<file path="src/rtl/dbus_pkg.sv">
// Shared data-bus and cbus request/response types used by dbus_router and its bench.
package dbus_pkg;

  typedef enum logic [2:0] {
    MSIZE1 = 3'd0,
    MSIZE2 = 3'd1,
    MSIZE4 = 3'd2
  } msize_t;

  typedef enum logic [3:0] {
    MLEN1  = 4'd0,
    MLEN2  = 4'd1,
    MLEN4  = 4'd3,
    MLEN8  = 4'd7,
    MLEN16 = 4'd15
  } mlen_t;

  typedef struct packed {
    logic        valid;
    logic [31:0] addr;
    msize_t      size;
    logic [3:0]  strobe;
    logic [31:0] data;
  } dbus_req_t;

  typedef struct packed {
    logic        addr_ok;
    logic        data_ok;
    logic [31:0] data;
  } dbus_resp_t;

  typedef struct packed {
    logic        valid;
    logic        is_write;
    msize_t      size;
    logic [31:0] addr;
    logic [3:0]  strobe;
    logic [31:0] data;
    mlen_t       len;
  } cbus_req_t;

  typedef struct packed {
    logic        ready;
    logic        last;
    logic [31:0] data;
  } cbus_resp_t;

endpackage

</file>
<file path="src/rtl/dbus_router.sv">
// dbus_router: routes memory-stage data-bus requests to the DCache or to a single-beat
// uncached cbus path, keeping data_ok in issue order. Define DBUS_UNCACHED_EN to enable the uncached path.
module dbus_router
  import dbus_pkg::*;
#(
  parameter int MAX_CACHED_OUTSTANDING = 2
) (
  input  logic       clk,
  input  logic       resetn,
  input  dbus_req_t  dreq,
  output dbus_resp_t dresp,
  output dbus_req_t  cdreq,
  input  dbus_resp_t cdresp,
  output cbus_req_t  ucreq,
  input  cbus_resp_t ucresp
);

  localparam logic [1:0] MAX_CNT = 2'(MAX_CACHED_OUTSTANDING);

  logic [31:0] paddr_s;
  logic        seg_uncached_s;
  logic        uncached_s;
  logic        u_idle_s;
  logic        u_resp_s;
  logic        uc_accept_s;
  logic [31:0] urdata_s;
  logic        cached_hs_s;
  logic [1:0]  cnt_d;
  logic [1:0]  cnt_q;

  always_comb begin
    paddr_s        = dreq.addr;
    seg_uncached_s = 1'b0;
    case (dreq.addr[31:29])
      3'b100: paddr_s = dreq.addr - 32'h8000_0000;
      3'b101: begin
        paddr_s        = dreq.addr - 32'hA000_0000;
        seg_uncached_s = 1'b1;
      end
      default: paddr_s = dreq.addr;
    endcase
  end

`ifdef DBUS_UNCACHED_EN
  typedef enum logic [1:0] {
    U_IDLE = 2'd0,
    U_REQ  = 2'd1,
    U_RESP = 2'd2
  } ustate_e;

  ustate_e     ustate_d, ustate_q;
  logic [31:0] uaddr_d, uaddr_q;
  logic [31:0] uwdata_d, uwdata_q;
  logic [31:0] urdata_d, urdata_q;
  msize_t      usize_d, usize_q;
  logic [3:0]  ustrobe_d, ustrobe_q;
  logic        uwrite_d, uwrite_q;

  assign uncached_s  = seg_uncached_s;
  assign u_idle_s    = (ustate_q == U_IDLE);
  assign u_resp_s    = (ustate_q == U_RESP);
  // Uncached requests wait for every cached request to drain so data_ok stays in order.
  assign uc_accept_s = dreq.valid & uncached_s & u_idle_s & (cnt_q == 2'd0);
  assign urdata_s    = urdata_q;

  always_comb begin
    ustate_d  = ustate_q;
    uaddr_d   = uaddr_q;
    uwdata_d  = uwdata_q;
    urdata_d  = urdata_q;
    usize_d   = usize_q;
    ustrobe_d = ustrobe_q;
    uwrite_d  = uwrite_q;
    case (ustate_q)
      U_IDLE: begin
        if (uc_accept_s) begin
          ustate_d  = U_REQ;
          uaddr_d   = paddr_s;
          uwdata_d  = dreq.data;
          usize_d   = dreq.size;
          ustrobe_d = dreq.strobe;
          uwrite_d  = |dreq.strobe;
        end else begin
          ustate_d = U_IDLE;
        end
      end
      U_REQ: begin
        if (ucresp.ready & ucresp.last) begin
          ustate_d = U_RESP;
          urdata_d = ucresp.data;
        end else begin
          ustate_d = U_REQ;
        end
      end
      U_RESP:  ustate_d = U_IDLE;
      default: ustate_d = U_IDLE;
    endcase
  end

  always_ff @(posedge clk or negedge resetn) begin
    if (!resetn) begin
      ustate_q  <= U_IDLE;
      uaddr_q   <= 32'h0;
      uwdata_q  <= 32'h0;
      urdata_q  <= 32'h0;
      usize_q   <= MSIZE1;
      ustrobe_q <= 4'h0;
      uwrite_q  <= 1'b0;
    end else begin
      ustate_q  <= ustate_d;
      uaddr_q   <= uaddr_d;
      uwdata_q  <= uwdata_d;
      urdata_q  <= urdata_d;
      usize_q   <= usize_d;
      ustrobe_q <= ustrobe_d;
      uwrite_q  <= uwrite_d;
    end
  end

  // Every cbus field comes straight from a flop, so it is stable while valid is high.
  always_comb begin
    ucreq          = '0;
    ucreq.valid    = (ustate_q == U_REQ);
    ucreq.is_write = uwrite_q;
    ucreq.size     = usize_q;
    ucreq.addr     = uaddr_q;
    ucreq.strobe   = ustrobe_q;
    ucreq.data     = uwdata_q;
    ucreq.len      = MLEN1;
  end
`else
  logic unused_s;

  // kseg1 is still translated but served by the DCache; the cbus side is inert.
  assign uncached_s  = 1'b0;
  assign u_idle_s    = 1'b1;
  assign u_resp_s    = 1'b0;
  assign uc_accept_s = 1'b0;
  assign urdata_s    = 32'h0;
  assign unused_s    = ^{ucresp, seg_uncached_s};

  always_comb begin
    ucreq     = '0;
    ucreq.len = MLEN1;
  end
`endif

  always_comb begin
    cdreq       = dreq;
    cdreq.addr  = paddr_s;
    cdreq.valid = dreq.valid & ~uncached_s & u_idle_s & (cnt_q < MAX_CNT);
  end

  assign cached_hs_s = cdreq.valid & cdresp.addr_ok;

  always_comb begin
    dresp         = '0;
    dresp.addr_ok = cached_hs_s | uc_accept_s;
    dresp.data_ok = cdresp.data_ok | u_resp_s;
    dresp.data    = u_resp_s ? urdata_s : cdresp.data;
  end

  always_comb begin
    cnt_d = cnt_q;
    case ({cached_hs_s, cdresp.data_ok})
      2'b10:   cnt_d = cnt_q + 2'd1;
      2'b01:   cnt_d = cnt_q - 2'd1;
      default: cnt_d = cnt_q;
    endcase
  end

  always_ff @(posedge clk or negedge resetn) begin
    if (!resetn) begin
      cnt_q <= 2'd0;
    end else begin
      cnt_q <= cnt_d;
    end
  end

endmodule

</file>
<file path="config.mk">
export PLATFORM = sky130hd
export DESIGN_NAME = dbus_router
export DESIGN_NICKNAME = d
export VERILOG_FILES = /design/src/rtl/dbus_pkg.sv /design/src/rtl/dbus_router.sv
export SDC_FILE = /design/constraint.sdc
export NUM_CORES = 1
export LEC_CHECK = 0
export BUFFER_PORTS_ARGS = -buffer_cell sky130_fd_sc_hd__buf_2
export CAP_MARGIN = 40
export CORE_AREA = 2 2 125 127
export DETAILED_ROUTE_END_ITERATION = 8
export DIE_AREA = 0 0 127 129
export SETUP_SLACK_MARGIN = 0.1
export SLEW_MARGIN = 20
export SYNTH_ARGS = -nofsm -noshare
export SYNTH_HDL_FRONTEND = slang
export SYNTH_SLANG_ARGS = --single-unit
</file>
<file path="constraint.sdc">
create_clock -name clk -period 1.5 [get_ports clk]
set_clock_uncertainty 0.15 [all_clocks]
set_input_delay 0.075 -clock clk [delete_from_list [all_inputs] [get_ports clk]]
set_output_delay 0.075 -clock clk [all_outputs]
set_load 0.01 [all_outputs]
</file>
[Word level (Yosys, flattened, before mapping)]
Index checks and enable logic that the tools add are counted.
Storage, ports and cells
  bits in registers: 2
  input port bits: 142
  output and inout bits: 183
  logic and storage cells: 15
Cells by class
  add/subtract/negate cells: 4
  magnitude comparators: 1
  equality and inequality tests: 4
  multiplexer cells: 2
  bitwise operators: 2
  reduce and logical (&&, ||, !) cells: 1
Operator list (count)
  $pmux 32 s2: 1
  $sub 32x32->32 const B: 2
  $eq 3x3->1 const B: 2
  $pmux 2 s2: 1
  $add 2x1->2 const B: 1
  $and 1x1->1: 2
  $eq 2x1->1 const B: 1
  $eq 2x2->1 const B: 1
  $lt 2x2->1 const B: 1
  $reduce_bool 2->1: 1
  $sub 2x1->2 const B: 1

[Depth between registers and ports, before layout]
  depth in word-level cells: 5
  mapped depth: 6

[Worst setup path after synthesis]
Ideal clock, no wire load.
  path kind: reg2reg
  start point: register cnt_q[1]
  end point: register cnt_q[1]
  library setup time: 125 ps
  arrival: 1218 ps
  slack: 7 ps
  cell stages (with the launch flop): 7
  buffers on the path: 0
  path through: dfrtp_1 nor2b_1 nand2_1 ha_1 xnor2_1 nor2_1 xor2_1
RTL lines
  start: declaration: line dbus_router.sv:29  | logic [1:0] cnt_q;
  start signal: assignment: line dbus_router.sv:176  | cnt_q <= cnt_d;

[Worst setup path in the final report]
  start point: register cnt_q[1]
  end point: register cnt_q[1]
Between the ends
  word-level cells in the longest chain between the ends: 5
RTL lines
  $lt 2x2->1: line dbus_router.sv:151  | cdreq.valid = dreq.valid & ~uncached_s & u_idle_s & (cnt_q < MAX_CNT);
  $and 1x1->1: line dbus_router.sv:151
  $and 1x1->1: line dbus_router.sv:154  | assign cached_hs_s = cdreq.valid & cdresp.addr_ok;
  $eq 2x1->1 / $eq 2x2->1 (equally long branches): line dbus_router.sv:165  | case ({cached_hs_s, cdresp.data_ok})
  $pmux 2 s2 / $reduce_bool 2->1 (equally long branches)
Parallel ways exist; a longest one is shown, timed or not.
A chain may end at the register's enable or synchronous reset.

==> summary.txt <==
Floorplanning
  • Die area: 16380 sq um
  • I/O pin cnt: 325
  • Die Width: 127 um
  • Die Span Y: between 100 and 150 um
  • Core ar.: 14980 sq um
  • Num rows: 45
  • Initial Util: 10.15%

Place
  • Area after DPL: approximately 780 sq um
  • Placed cell count: 298
  • Port bufs: 13
  • Placer Congestion: 0.5027
  • Detailed placement HPWL: 2300 um

Critical path
  • Setup CP Type: register to register
  • Slowest stage delay, CP: 0.38 ns
  • Startpoint types: register
  • Crit-path cells: nor2b_2 -> nand2_2 -> ha_4 -> xnor2_1 -> nor2_1 -> xor2_1
  • Setup crit end kind: register
  • Crit-path slowest cell: dfrtp_1
  • Critical Path RT: 1.48 ns
  • Arr. time, crit path: 1.38 ns
  • CP max FO: 2

Drt
  • DR WL/cell: 9.105 um
  • First-pass DRT Iterations: 4
  • Initial drt markers: 26
  • DRC viols: 0
  • Total routed wirelength: 2768 um
  • Vias per cell: roughly 1.9
  • Post-route ant nets: 0
  • Vias: 577

Clock network
  • Clock buffer depth: 2
  • Clock slew at reported path FFs: roughly 0.030 ns
  • Total CTS buffers: 3
  • H-tree depth: 1
  • CTS tree: built
  • # clock sinks: 2
  • Clk_lat worst skew: 0.22 ns
  • Clk root buf: clkbuf_16

Synth
  • Cells after Synth: 200
  • Area leader, netlist: buf_4
  • Compound-Gate Fraction of Synth Area: 1.070%
  • #FFs+latches synth: 2
  • Adder-cell share of the synthesized area: 2.469%
  • Post-synthesis mux area share: 0%
  • Ranking of synthesized cells by area: buf_4 (88%), dfrtp_1 (3.3%), ha_1 (2.5%), xnor2_1 (1.2%), inv_1 (0.74%)
  • Mapped Avg Cell Area: 7.601 sq um
  • Largest family of logic cells by synthesized area: buffers and inverters
  • Share of the synthesized area in the top cell type: between 80% and 90%
  • Library cells used by synthesis: 15
  • Syn. warnings: 0
  • Post-Syn Area: approximately 1500 sq um
  • Post-Synth XOR/XNOR Area: 1.728%
  • Post-synthesis simple-gate area fraction: 2.058%
  • Seq/Total Area, Yosys: between 3 and 4%

STA
  • Final hold vios: 0
  • Final TNS setup: 0 ns
  • Max Clock Freq: 0.7170 GHz
  • Tcrit/Tclk final: between 90 and 100%
  • Setup Viol. Count Final: 0
  • Min cycle time layout: between 1 and 1.5 ns
  • RSZ-0062 raised after global routing: yes
  • Max-slew violation count: 0

Power
  • Net switching power of the design: 244.0 uW
  • Sw frac: 31.53%
  • Part of the power in the clock network: 50.7%
  • Leak Pwr: 0.4460 nW
  • Power share of the sequential group: 13.8%
  • PD cells: between 800 and 900 nW/um^2
  • Total power: 773.8 uW
  • Combinational share of power: 35.5%
  • Max VDD drop: ~0.36 mV
  • P_int: 529.8 uW

GRT
  • GRT Overall Usage: 2.731%
  • First-pass GRT wire length: 3042 um
  • Largest net degree at the start of global routing: 5
  • Initial antenna violation count: 0
  • Vias in the first global route: roughly 440
  • Grt ovf: 0

Cells and area
  • Fin cells: 304
  • Final Instance Area: 879.6 sq um
  • Multi-input gate area: 417.9 sq um
  • Biggest registers after layout: cnt_q (2)
  • Max reg flops: 2
  • Commonest non-fill, non-tap cell in the layout: conb_1
  • Register area: 50.05 sq um
  • Layout Utilization: 5.873%
  • Share of layout cells above drive strength 1: between 10% and 20%
  • Layout area overhead: -42.14%
  • Diodes inserted: 0
  • Most frequent cells in the layout: conb_1 (77), buf_2 (13), inv_1 (3), clkbuf_16 (3)
  • Fill count: 1768
  • Top reg by flops: cnt_q
  • Nets: 263

Flow run
  • Max cap viols: 0

Run status
  • Status: complete, no violations

Worst hold path
  • Hold crit path type: input pin to output pin
-- synthesized netlist by cell type, drive strengths merged --
library cell / count
buf: 179
and2: 1
nand2: 2
xor2: 1
o21ai: 1
a31oi: 1
conb: 1
nor2b: 1
inv: 3
a21oi: 1
nor3b: 1
dfrtp: 2
xnor2: 2
nor2: 1
ha: 3
-- power by group through the flow --
stage | Clock (mW) | Combinational (mW) | Sequential, mW
global route | 0.407 | 0.304 | 0.108
floorplan | 0 | 0.610 | 0.105
detailed placement | 0 | 0.224 | 0.107
global placement | 0 | 0.223 | 0.106
finish | 0.392 | 0.275 | 0.107
CTS | 0.396 | 0.251 | 0.105
-- area by class of cell --
| type | count | area share, % |
|---|---|---|
| Inverter | 3 | 1.280 |
| Tap cell | 188 | 26.74 |
| Timing Repair Buffer | 16 | 10.24 |
| Sequential cell | 2 | 5.690 |
| Clock buffer | 3 | 8.535 |
| Multi-Input combinational cell | 92 | 47.51 |
-- metal layers --
metal,part of all wire (%),track usage [%]
met1,11,0.7986
met2,39,3.510
met3,27,2.453
met4,22,7.175
met5,0,0
-- through the flow --
step	hold slack, ns	setup slack (ns)
4_1_cts	0.00006862	0.09846
3_5_place_dp	-0.2892	0.1143
5_1_grt	0.00001506	0.03383
2_1_floorplan	-0.3706	0.1086
3_3_place_gp	-0.2885	0.1270
6_report	0.000003941	0.1053
-- cells by family (layout without fill, tap and decap cells) --
logic type,Yosys count,count (layout)
buffers and inverters,182,22
other,1,77
and+or+nand+nor,6,6
DFF,2,2
AOI/OAI and AO/OA,3,3
adders and majority gates,3,3
xor gates and xnor gates,3,3
-- final timing paths --
path / start / end / slack [ns] / cells past startpoint
max in group asynchronous: resetn / cnt_q[1] / 1.08 / 2
hold / removal: dreq[20] / cdreq[20] / 0.000004 / 0
setup reg to reg: cnt_q[1] / cnt_q[1] / 0.11 / 6
min in group asynchronous: resetn / cnt_q[0] / 0.02 / 2
hold reg to reg: cnt_q[0] / cnt_q[0] / 0.35 / 1
setup / recovery: cnt_q[1] / cnt_q[1] / 0.11 / 6
-- timing repair --
item | in CTS | in global routing
hold buffers | 1 | 0
pin swaps | 2 | 3
setup endpoints to repair | 1 | 1
cloned | 0 | 0
gates resized for setup | 0 | 0
hold endpoints to repair | 2 | 0
buffers inserted | 1 | 1
-- critical path: cells and delay by family, from the launching register on --
kind                     cells  cell delay [ns]
XOR/XNOR                     2             0.28
flip-flops                   1             0.38
adder cells (fa/ha/maj)      1             0.16
AND/OR/NAND/NOR              3             0.35
(Power assumes the default switching activity.)
